**src/rtl/ksa12_operand_sequencer.sv**
```systemverilog
// ksa12_operand_sequencer
// Transaction front end for the 12-bit Kogge-Stone adder tree. It accepts one
// operand pair over a valid/ready stream and holds it on the adder inputs. It
// waits ADD_LATENCY clocks for S/Co to settle, captures them and offers the
// result on a valid/ready output stream. Only one operation is in flight.
//
// Optional build macro: KSA_RESULT_CHECK_EN
//   When defined, the block gets a sticky check_err output. At the capture
//   edge it compares the adder result against a behavioural add_a + add_b.
//   This is a simulation-only checker and is not meant for silicon builds.
module ksa12_operand_sequencer #(
    parameter int WIDTH       = 12,
    parameter int ADD_LATENCY = 5,   // legal range 1..15
    parameter int CNT_W       = 4    // 2**CNT_W must exceed ADD_LATENCY
) (
    input  logic             clk,
    input  logic             rst,       // asynchronous, active low
    input  logic             in_valid,
    output logic             in_ready,
    input  logic [WIDTH-1:0] in_a,
    input  logic [WIDTH-1:0] in_b,
    output logic [WIDTH-1:0] add_a,
    output logic [WIDTH-1:0] add_b,
    input  logic [WIDTH-1:0] add_s,
    input  logic             add_co,
    output logic             out_valid,
    input  logic             out_ready,
    output logic [WIDTH-1:0] out_sum,
    output logic             out_co,
    output logic             busy
`ifdef KSA_RESULT_CHECK_EN
    ,
    output logic             check_err
`endif
);

    typedef enum logic [1:0] {
        S_IDLE,
        S_WAIT,
        S_DONE
    } state_t;

    state_t           state;
    state_t           state_next;
    logic [CNT_W-1:0] cnt;
    logic             accept;
    logic             capture;
    logic             handshake;

    // Accept is gated by reset through in_ready.
    assign in_ready  = (state == S_IDLE) && rst;
    assign busy      = (state != S_IDLE);
    assign accept    = in_valid && in_ready;
    // The last wait clock is the one on which the counter still reads 1.
    assign capture   = (state == S_WAIT) && (cnt == CNT_W'(1));
    // out_valid is high throughout DONE, so out_ready alone completes the handshake.
    assign handshake = (state == S_DONE) && out_ready;

    // State register.
    always_ff @(posedge clk or negedge rst) begin
        // NOTE: sequential state uses non-blocking assignments, so every
        // register samples pre-edge values and the simulation matches the hardware.
        if (!rst) begin
            state <= S_IDLE;
        end else begin
            state <= state_next;
        end
    end

    // Next-state logic: IDLE -> WAIT on accept, WAIT -> DONE on capture, DONE -> IDLE on handshake.
    always_comb begin
        // NOTE: the default is assigned first so no path leaves state_next
        // unassigned, which would infer a latch.
        state_next = state;
        case (state)
            S_IDLE:  if (accept)    state_next = S_WAIT;
            S_WAIT:  if (capture)   state_next = S_DONE;
            S_DONE:  if (handshake) state_next = S_IDLE;
            default:                state_next = S_IDLE;
        endcase
    end

    // Operand hold, wait counter and result capture.
    always_ff @(posedge clk or negedge rst) begin
        // NOTE: every datapath register is cleared on reset. Reset drives
        // add_a/add_b to zero at once and discards any operation in flight.
        if (!rst) begin
            add_a     <= '0;
            add_b     <= '0;
            cnt       <= '0;
            out_sum   <= '0;
            out_co    <= 1'b0;
            out_valid <= 1'b0;
        end else begin
            if (accept) begin
                add_a <= in_a;
                add_b <= in_b;
                cnt   <= CNT_W'(ADD_LATENCY);
            end
            if (state == S_WAIT) begin
                cnt <= cnt - CNT_W'(1);
            end
            if (capture) begin
                out_sum   <= add_s;
                out_co    <= add_co;
                out_valid <= 1'b1;
            end
            if (handshake) begin
                out_valid <= 1'b0;
            end
        end
    end

`ifdef KSA_RESULT_CHECK_EN
    // Sticky comparison of the adder result against a behavioural sum at capture.
    always_ff @(posedge clk or negedge rst) begin
        if (!rst) begin
            check_err <= 1'b0;
        end else if (capture &&
                     ({add_co, add_s} != ({1'b0, add_a} + {1'b0, add_b}))) begin
            check_err <= 1'b1;
        end
    end
`endif

endmodule

```
**config.mk**
```make
export PLATFORM = sky130hd
export DESIGN_NAME = ksa12_operand_sequencer
export DESIGN_NICKNAME = d
export VERILOG_FILES = /design/src/rtl/ksa12_operand_sequencer.sv
export SDC_FILE = /design/constraint.sdc
export NUM_CORES = 1
export LEC_CHECK = 0
export CAP_MARGIN = 40
export CORE_MARGIN = 5
export CORE_UTILIZATION = 41
export CTS_CLUSTER_DIAMETER = 50
export DETAILED_ROUTE_END_ITERATION = 8
export PLACE_DENSITY = 0.78
export SYNTH_ARGS = -nofsm -noshare
export SYNTH_HDL_FRONTEND = slang
export SYNTH_SLANG_ARGS = --single-unit
export TNS_END_PERCENT = 100
```
**constraint.sdc**
```tcl
create_clock -name clk -period 1.7 [get_ports clk]
set_input_delay 0.34 -clock clk [delete_from_list [all_inputs] [get_ports clk]]
set_output_delay 0.34 -clock clk [all_outputs]
set_load 0.02 [all_outputs]
```
==> results.yml, run 1 <==
worst_setup_path:
  critPathKind: "flop to output pin"
  cp_max_fo: 2
  reg2regPathDepth: 5
  critPathLaunchType: "flop"
  crit_required_ps: 1360
  cp.arrival_ps: 1310
  cp-end-kind: "output pin"
floorplanning:
  die_h_um: 76.2
  rows: 24
  ioPinCount: 81
  die_w_um: 76.2
  start_util_pct: 41.9
  design.die.area_mm2: 0.00581
  core_mm2: 0.00429
placement:
  portBuffers: 80
  dp_hpwl_um: 3130
  place_ws_ps: -50.0
  placed_area_mm2: 0.00269
  gp_congestion: 0.709
  dp_cells: 248
cells_and_area:
  final_nets: 246
  area_delta_synth_final_pct: 56.5
  layout.cells.non_filler: 256
  final_layout_size_suffix_gt1_share_pct: 22.5
  diodes: 0
  fillers: 323
  final_util_pct: 65.5
  finalInstanceArea_mm2: 0.00281
yosys:
  synth_area_mm2: 0.00180
  synth_async_sr_flop_share_pct: 100
  ys_seq_area_share_pct: 61.2
  syn_nets: 157
  synth_cell_types: 23
  synth.avg_cell_area_um2: 15.8
  ys_warn_count: 0
  syn_inst: 114
  synth_ff_type: "dfrtp_1"
  synth-seq-cells: 44
  synth_edf_count: 0
route:
  first_iter_violations: 13
  wl_per_cell_um: 15.6
  drt_drc_violations_left: 0
  routed_wl_um: 3990
  dr.pass1.iters: 3
  via_per_inst: 4.78
  num_vias: 1223
  ant_nets: 0
power:
  cellLeakagePower_nw: 1.24
  power_density_mw_per_mm2: 1940
  power_mw: 5.45
  vdd_drop_max_mv: 1.29
grt:
  grt_overflow: 0
  grt_antenna_before_repair: 0
  grt_pass1_vias: 1362
  grt_use_total_pct: 14.3
  grt_max_degree: 45
  grt_pass1_wl_um: 6670
timing:
  worst_pin_slew_ps: 525
  rsz0062_at_grt: "false"
  setup_viol: 0
  final_hold_viol_count: 0
  fmax_mhz: 607
  final.setup.worst_slack_ps: 53.5
  final.period_utilization_pct: 96.9
  finalCriticalPeriod_ps: 1650
  relSlewSlack_pct: 65.0
  maxSlewViolCount: 0
  fin_worst_skew_ps: 5.90
run:
  maxCapViolCount: 0
clock_network:
  cts_tree: "done"
  clock_path_buffers: 2
  clockRootBuffer: "clkbuf_8"
  cts_htree_levels: 2
  cts_buffers: 5
  clock_sinks: 44
  clock_latency_ps: 290
  clk_pin_slew_ps: 80
  cts_setup_buffers: 0
run_status:
  outcome: "completed"
worst_hold_path:
  hold_path.class: "primary input to asynchronous set/reset pin"
-- state kept, by name (all words and copies together) (netlist names) --
register / count
add_a: 12
add_b: 12
cnt: 4
out_co: 1
out_sum: 12
out_valid: 1
state: 2
-- power breakdown --
group / switching (mW) / internal [mW] / leakage (nW)
registers: 0.303 / 1.57 / 0.518
logic: 1.23 / 1.53 / 0.655
clock network: 0.343 / 0.480 / 0.0614
-- worst paths after layout --
| path | endpoint | slack, ps | start |
|---|---|---|---|
| worst max-delay path | busy | 50 | state[0]$_DFFE_PN0P_ |
| worst min-delay path | add_a[5]$_DFFE_PN0P_ | 160 | rst |
| worst max register to register | out_sum[5]$_DFFE_PN0P_ | 150 | cnt[1]$_DFFE_PN0P_ |
| worst min register to register | add_b[0]$_DFFE_PN0P_ | 490 | add_b[0]$_DFFE_PN0P_ |
| max in group asynchronous | out_sum[8]$_DFFE_PN0P_ | 1180 | rst |
| min in group clk | add_b[0]$_DFFE_PN0P_ | 490 | add_b[0]$_DFFE_PN0P_ |
-- per-stage QoR --
step,TNS [ps],hold WS (ps)
2_1_floorplan,0,44.4
3_3_place_gp,-230,472
3_5_place_dp,-622,479
6_report,0,158
5_1_grt,0,216
4_1_cts,0,171
-- final cells by class --
type                    instances  area [um^2]  share of cell area [%]
clock buffers                   6         82.6                    2.93
clock inverters                 2         38.8                    1.38
inverters                       4         15.0                   0.534
multi-input cells              62          652                    23.2
flip-flops and latches         44         1100                    39.1
well taps                      52         65.1                    2.31
repair buffers                 86          860                    30.5
-- synth_stat cells, types with 2 or more instances --
master	count	share of area [%]
buf_6	3	1.9
a21oi_1	2	0.56
dfrtp_1	44	61
nor3_1	2	0.56
o22ai_1	2	0.70
mux2_2	12	7.5
inv_1	4	0.83
mux2_4	13	11
o21ai_0	2	0.56
nand2_1	3	0.63
mux2_1	12	7.5
nand2b_1	2	0.70
o21bai_1	2	0.83
ha_1	2	1.4
-- worst max-delay path: stages, from the launching register on --
cell           delay [ps]
dfrtp_1               380
or2_2                 310
dlygate4sd2_1         330
-- layer usage --
metal / part of all wire, % / GRT usage, % / vias to the layer above
li1: - / - / 573
met1: 40 / 15.9 / 584
met2: 47 / 23.9 / 59
met3: 10 / 6.26 / 7
met4: 2.1 / 5.42 / 0
met5: 0 / 0 / -
-- cell families (layout without fill, tap and decap cells) --
group,count (synthesis),in the layout,synth area share (%)
flip-flops,44,44,61.2
multiplexers,37,37,25.9
AND/OR/NAND/NOR,14,14,5.22
AO/OA/AOI/OAI,8,8,2.64
buffers and inverters,8,98,3.13
adder cells (fa/ha/maj),2,2,1.39
XOR/XNOR,1,1,0.487
-- what timing repair did --
item                       CTS  global route
gates resized for setup      4             3
hold buffers                 0             0
setup endpoints to repair    2            14
-- placed cells by master (no fill, tap or decap), types with 3 or more instances in the layout --
| cell | Yosys | final |
|---|---|---|
| buf_4 | 1 | 4 |
| clkbuf_8 | 0 | 6 |
| clkdlybuf4s50_1 | 0 | 77 |
| dfrtp_1 | 44 | 44 |
| inv_1 | 4 | 4 |
| mux2_1 | 12 | 12 |
| mux2_2 | 12 | 12 |
| mux2_4 | 13 | 13 |
| nand2_1 | 3 | 3 |
Power figures use the tool's default switching activity.
==> run 2: changes to the inputs <==
- GPL_TIMING_DRIVEN: not set -> 0
==> run 2 against run 1 <==
  * Critical path depth down 1
  * Wire length down 4.2%
  * Maximum frequency up 2.3%
  * Clock-buffer cell count unchanged
  * Sequential share of layout area up 0.49 points
  * Sequential power about the same
  * Utilization down 0.82 points
  * Combinational power down 3%
  * Clock power down 28%
  * Setup slack better by 37 ps
  * Global-route usage down 0.50 points
  * Via count down 0.57%
  * Largest power group unchanged
==> results.yml, run 2 (synthesis gave the netlist of run 1 again) <==
placement:
  placed_area_mm2: 0.00268
  portBuffers: 80
  dp_hpwl_um: 2920
  gp_congestion: 0.681
  dp_cells: 247
timing:
  worst_pin_slew_ps: 726
  setup_viol: 0
  relSlewSlack_pct: 51.4
  fin_worst_skew_ps: 7.76
  final.period_utilization_pct: 94.7
  maxSlewViolCount: 0
  finalCriticalPeriod_ps: 1610
  fmax_mhz: 621
  tns_ps: 0
  final_hold_viol_count: 0
  rsz0062_at_grt: "false"
worst_setup_path:
  critPathTopFamily: "buffers and inverters"
  critPathLaunchType: "flop"
  critPathMaxStageDelay_ps: 620
  critPathKind: "flop to output pin"
  critPathLaunch: "out_sum[1]$_DFFE_PN0P_"
  crit_required_ps: 1360
  reg2reg_from: "cnt[1]$_DFFE_PN0P_"
  timing.critical_path.buf_inv: 1
  cpMaxStageDelayCell: "clkdlybuf4s50_1"
  cp.arrival_ps: 1270
  worstPathCellList: "clkdlybuf4s50_1"
  cp-end-kind: "output pin"
  cp_max_fo: 2
route:
  drt_drc_violations_left: 0
  first_iter_violations: 10
  num_vias: 1216
  routed_wl_um: 3820
  via_per_inst: 4.75
  dr.pass1.iters: 4
  ant_nets: 0
  wl_per_cell_um: 14.9
clock_network:
  clock_latency_ps: 290
  cts_buffers: 5
  clockRootBuffer: "clkbuf_8"
  clock_path_buffers: 2
  cts_tree: "done"
  clk_pin_slew_ps: 80
  cts_htree_levels: 2
  clock_sinks: 44
cells_and_area:
  diodes: 0
  area_delta_synth_final_pct: 54.6
  finalInstanceArea_mm2: 0.00278
  final_cell_mix: "clkdlybuf4s50_1 (77), dfrtp_1 (44), mux2_4 (13)"
  final_nets: 247
  layout.cells.non_filler: 256
  reg_top3: "add_a: 12 flops, add_b: 12 flops, out_sum: 12 flops"
  final_common_cell: "clkdlybuf4s50_1"
  final_layout_size_suffix_gt1_share_pct: 22.1
  final_util_pct: 64.7
floorplanning:
  core_mm2: 0.00429
  die_w_um: 76.2
  die_h_um: 76.2
  ioPinCount: 81
  design.die.area_mm2: 0.00581
  start_util_pct: 41.9
  rows: 24
grt:
  grt_overflow: 0
  grt_max_degree: 28
  grt_pass1_vias: 1349
  grt_antenna_before_repair: 0
  grt_use_total_pct: 13.8
  grt_pass1_wl_um: 6560
power:
  vdd_drop_max_mv: 1.02
  power_density_mw_per_mm2: 1850
  power_mw: 5.14
  cellLeakagePower_nw: 1.21
run:
  maxCapViolCount: 0
worst_hold_path:
  hold_path.class: "primary input to asynchronous set/reset pin"
run_status:
  outcome: "completed"
==> run 2: final timing paths <==
kind	slack, ps	endpoint	depth (start not counted)
worst min-delay path	90	add_a[4]$_DFFE_PN0P_	3
min in group clk	490	add_b[0]$_DFFE_PN0P_	1
max in group asynchronous	570	add_b[3]$_DFFE_PN0P_	2
worst min register to register	490	add_b[0]$_DFFE_PN0P_	1
worst max-delay path	90	out_sum[1]	1
worst max register to register	130	out_sum[6]$_DFFE_PN0P_	6
==> run 2: stage by stage <==
stage | hold WS [ps] | setup WS [ps]
finish | 85.5 | 90.8
global route | 98.5 | 16.9
CTS | 77.1 | 26.0
detailed placement | 297 | -391
global placement | 472 | -1710
floorplan | 44.4 | 254
==> run 2: repair_timing <==
action | CTS | global route
hold buffers | 2 | 0
endpoints found under the setup margin | 2 | 1
hold endpoints to repair | 17 | 0
buffers inserted | 0 | 0
gates resized for setup | 7 | 1
==> run 2: power breakdown <==
part | internal [mW] | switching [mW]
clock | 0.279 | 0.313
combinational | 1.49 | 1.19
sequential | 1.58 | 0.292
==> run 2: metal layers <==
layer	up-vias	share of wire (%)	GRT usage (%)
li1	573	-	-
met3	7	10	6.15
met4	0	1.0	3.67
met2	56	46	21.8
met1	580	43	17.1
met5	-	0	0
==> run 2: area by class of cell <==
type	count	area (um^2)
Clock inverter	1	5.00
Inverter	4	15.0
Multi-Input combinational cell	62	641
Tap cell	52	65.1
Timing Repair Buffer	83	838
Sequential cell	44	1100
Fill cell	321	1520
Clock buffer	6	72.6
Buffer	4	41.3
==> run 3: changes to the inputs <==
- ABC_AREA: not set -> 1
- CORE_UTILIZATION: 41 -> 42
- CTS_CLUSTER_DIAMETER: 50 -> 120
- clock period: 1.7 -> 1.49 ns (I/O delays scaled with it)
==> run 3 against run 2 <==
  * Largest power group unchanged
  * Sequential power grew 14%
  * Global-route usage grew 2.9 points
  * Utilization grew 0.35 points
==> results.yml, run 3 <==
run_status:
  outcome: "completed"
route:
  routed_wl_um: 4750
  dr.pass1.iters: 4
  via_per_inst: 4.72
  first_iter_violations: 51
  ant_nets: 0
  wl_per_cell_um: 13.6
  drt_drc_violations_left: 0
  num_vias: 1648
worst_setup_path:
  cp.arrival_ps: 1140
  cp_max_fo: 2
  critPathLaunchType: "flop"
  regToRegSetupSlack_ps: 120
  critPathKind: "flop to output pin"
  crit_required_ps: 1190
  cp-end-kind: "output pin"
cells_and_area:
  diodes: 0
  area_delta_synth_final_pct: 50.1
  final_util_pct: 65.1
  fillers: 377
  reg_top3: "add_a: 12 flops, add_b: 12 flops, out_sum: 12 flops"
  final_nets: 340
  final_layout_size_suffix_gt1_share_pct: 12.1
  final_cell_mix: "nand2_1 (66), dfrtp_1 (43), clkdlybuf4s50_1 (39)"
  final_common_cell: "nand2_1"
yosys:
  synth-seq-cells: 44
  syn_nets: 248
  synth_edf_count: 0
  synth_ff_type: "dfrtp_1"
  synth_top_family_by_area: "simple AND/OR/NAND/NOR gates"
  synth.top_cell.area_share_pct: 57.9
  syn_inst: 205
  synth_area_leader_cell: "dfrtp_1"
  ys_warn_count: 0
  yosys-top-cells-area: "dfrtp_1 (58%), nand2_1 (13%), inv_1 (5.7%)"
  yosys.area_share.simple_pct: 23.0
  synth-xor-area-share_pct: 0
  synth.avg_cell_area_um2: 9.27
  synth-compound-area-share_pct: 7.77
  synth_cell_types: 20
  synthMuxAreaShare_pct: 0
  ys_top_cells_by_count: "nand2_1 (66), dfrtp_1 (44), inv_1 (29)"
  ys_seq_area_share_pct: 57.9
  synth_area_mm2: 0.00190
  synth_async_sr_flop_share_pct: 100
  synthAdderAreaFrac_pct: 1.32
  synth.most_common_cell: "nand2_1"
placement:
  gp_congestion: 0.733
  place_ws_ps: -514
  dp_hpwl_um: 3500
  portBuffers: 80
timing:
  holdWs_ps: 27.4
  final.period_utilization_pct: 96.3
  fmax_mhz: 697
  rsz0062_at_grt: "true"
  finalCriticalPeriod_ps: 1430
  worst_pin_slew_ps: 722
  setup_viol: 0
  relSlewSlack_pct: 51.7
  maxSlewViolCount: 0
  final.setup.worst_slack_ps: 55.8
  fin_worst_skew_ps: 4.85
  final_hold_viol_count: 0
clock_network:
  clock_latency_ps: 300
  cts_tree: "done"
  clk_pin_slew_ps: 80
  clock_path_buffers: 2
  clockRootBuffer: "clkbuf_8"
  cts_buffers: 5
  clock_sinks: 44
  cts_htree_levels: 2
grt:
  grt_use_total_pct: 16.7
  grt_pass1_vias: 1638
  grt_max_degree: 29
  grt_antenna_before_repair: 0
  grt_pass1_wl_um: 8070
  grt_overflow: 0
floorplanning:
  die_h_um: 77.3
  rows: 24
  die_w_um: 77.3
  start_util_pct: 43.4
  design.die.area_mm2: 0.00597
  ioPinCount: 81
  core_mm2: 0.00438
power:
  vdd_drop_max_mv: 0.867
  cellLeakagePower_nw: 1.51
  power_density_mw_per_mm2: 2060
run:
  maxCapViolCount: 0
worst_hold_path:
  hold_path.class: "primary input to asynchronous set/reset pin"
## run 3: changes by cell type after synthesis, sizes merged, moves of 4 or more
cell	before	now
buf	4	9
nand2	4	66
o21ai	2	25
nand4	0	13
nor2	1	5
nand3	0	8
mux2	37	0
inv	4	31
## run 3: timing repair
action	4_1_cts	5_1_grt
buffers inserted	1	1
setup endpoints to repair	40	2
gates resized for setup	47	2
hold buffers	2	0
endpoints found under the hold margin	16	0
## run 3: path summary, 6_finish.rpt
check,from,end,cells past startpoint
worst max-delay path,state[0]$_DFFE_PN0P_,in_ready,4
max in group asynchronous,rst,cnt[2]$_DFFE_PN0P_,2
worst min register to register,out_sum[9]$_DFFE_PN0P_,out_sum[9]$_DFFE_PN0P_,2
min in group clk,out_sum[9]$_DFFE_PN0P_,out_sum[9]$_DFFE_PN0P_,2
worst max register to register,state[1]$_DFFE_PN0P_,out_sum[1]$_DFFE_PN0P_,6
worst min-delay path,rst,add_b[11]$_DFFE_PN0P_,3
## run 3: layout make-up
cell class | count | area, um^2 | area share [%]
sequential | 44 | 1100 | 38.6
clock buffer | 6 | 72.6 | 2.54
buffer | 9 | 73.8 | 2.59
tap | 52 | 65.1 | 2.28
timing repair buffer | 85 | 808 | 28.3
inverter | 31 | 116 | 4.08
clock inverter | 1 | 5.00 | 0.175
multi-input combinational | 121 | 609 | 21.4
## run 3: kinds of logic (layout without fill, tap and decap cells)
logic type / after synthesis / in the layout
and+or+nand+nor: 94 / 94
buffers and inverters: 40 / 132
adders and majority gates: 2 / 2
DFF: 44 / 44
AOI/OAI and AO/OA: 25 / 25
## run 3: layer usage
metal / part of all wire, % / wire [um] / vias to the layer above / GRT usage [%]
met1: 41 / 1970 / 774 / 19.0
met4: 1.3 / 64 / 0 / 5.15
met2: 52 / 2490 / 38 / 30.3
li1: - / - / 830 / -
met5: 0 / 0 / - / 0
met3: 4.9 / 232 / 6 / 4.22
## run 3: per-stage QoR
stage | total power [mW] | cell area [um^2] | TNS, ps | std cells
3_5_place_dp | 5.57 | 2780 | -4730 | 338
5_1_grt | 6.32 | 2850 | -5.71 | 349
2_1_floorplan | 3.98 | 1900 | 0 | 205
4_1_cts | 5.91 | 2850 | 0 | 348
6_report | 5.86 | 2850 | 0 | 349
3_3_place_gp | 5.46 | 2770 | -107650 | 337
## run 3: power by group
part / internal [mW] / switching, mW
combinational: 1.17 / 1.85
sequential: 1.80 / 0.331
clock: 0.319 / 0.399
total: 3.29 / 2.58
## run 3: worst max-delay path, cell delays in order, from the launching register on
cell and delay (ps):
dfrtp_1 400, nor2_2 140, inv_1 70, nor2_1 80
buf_4 140
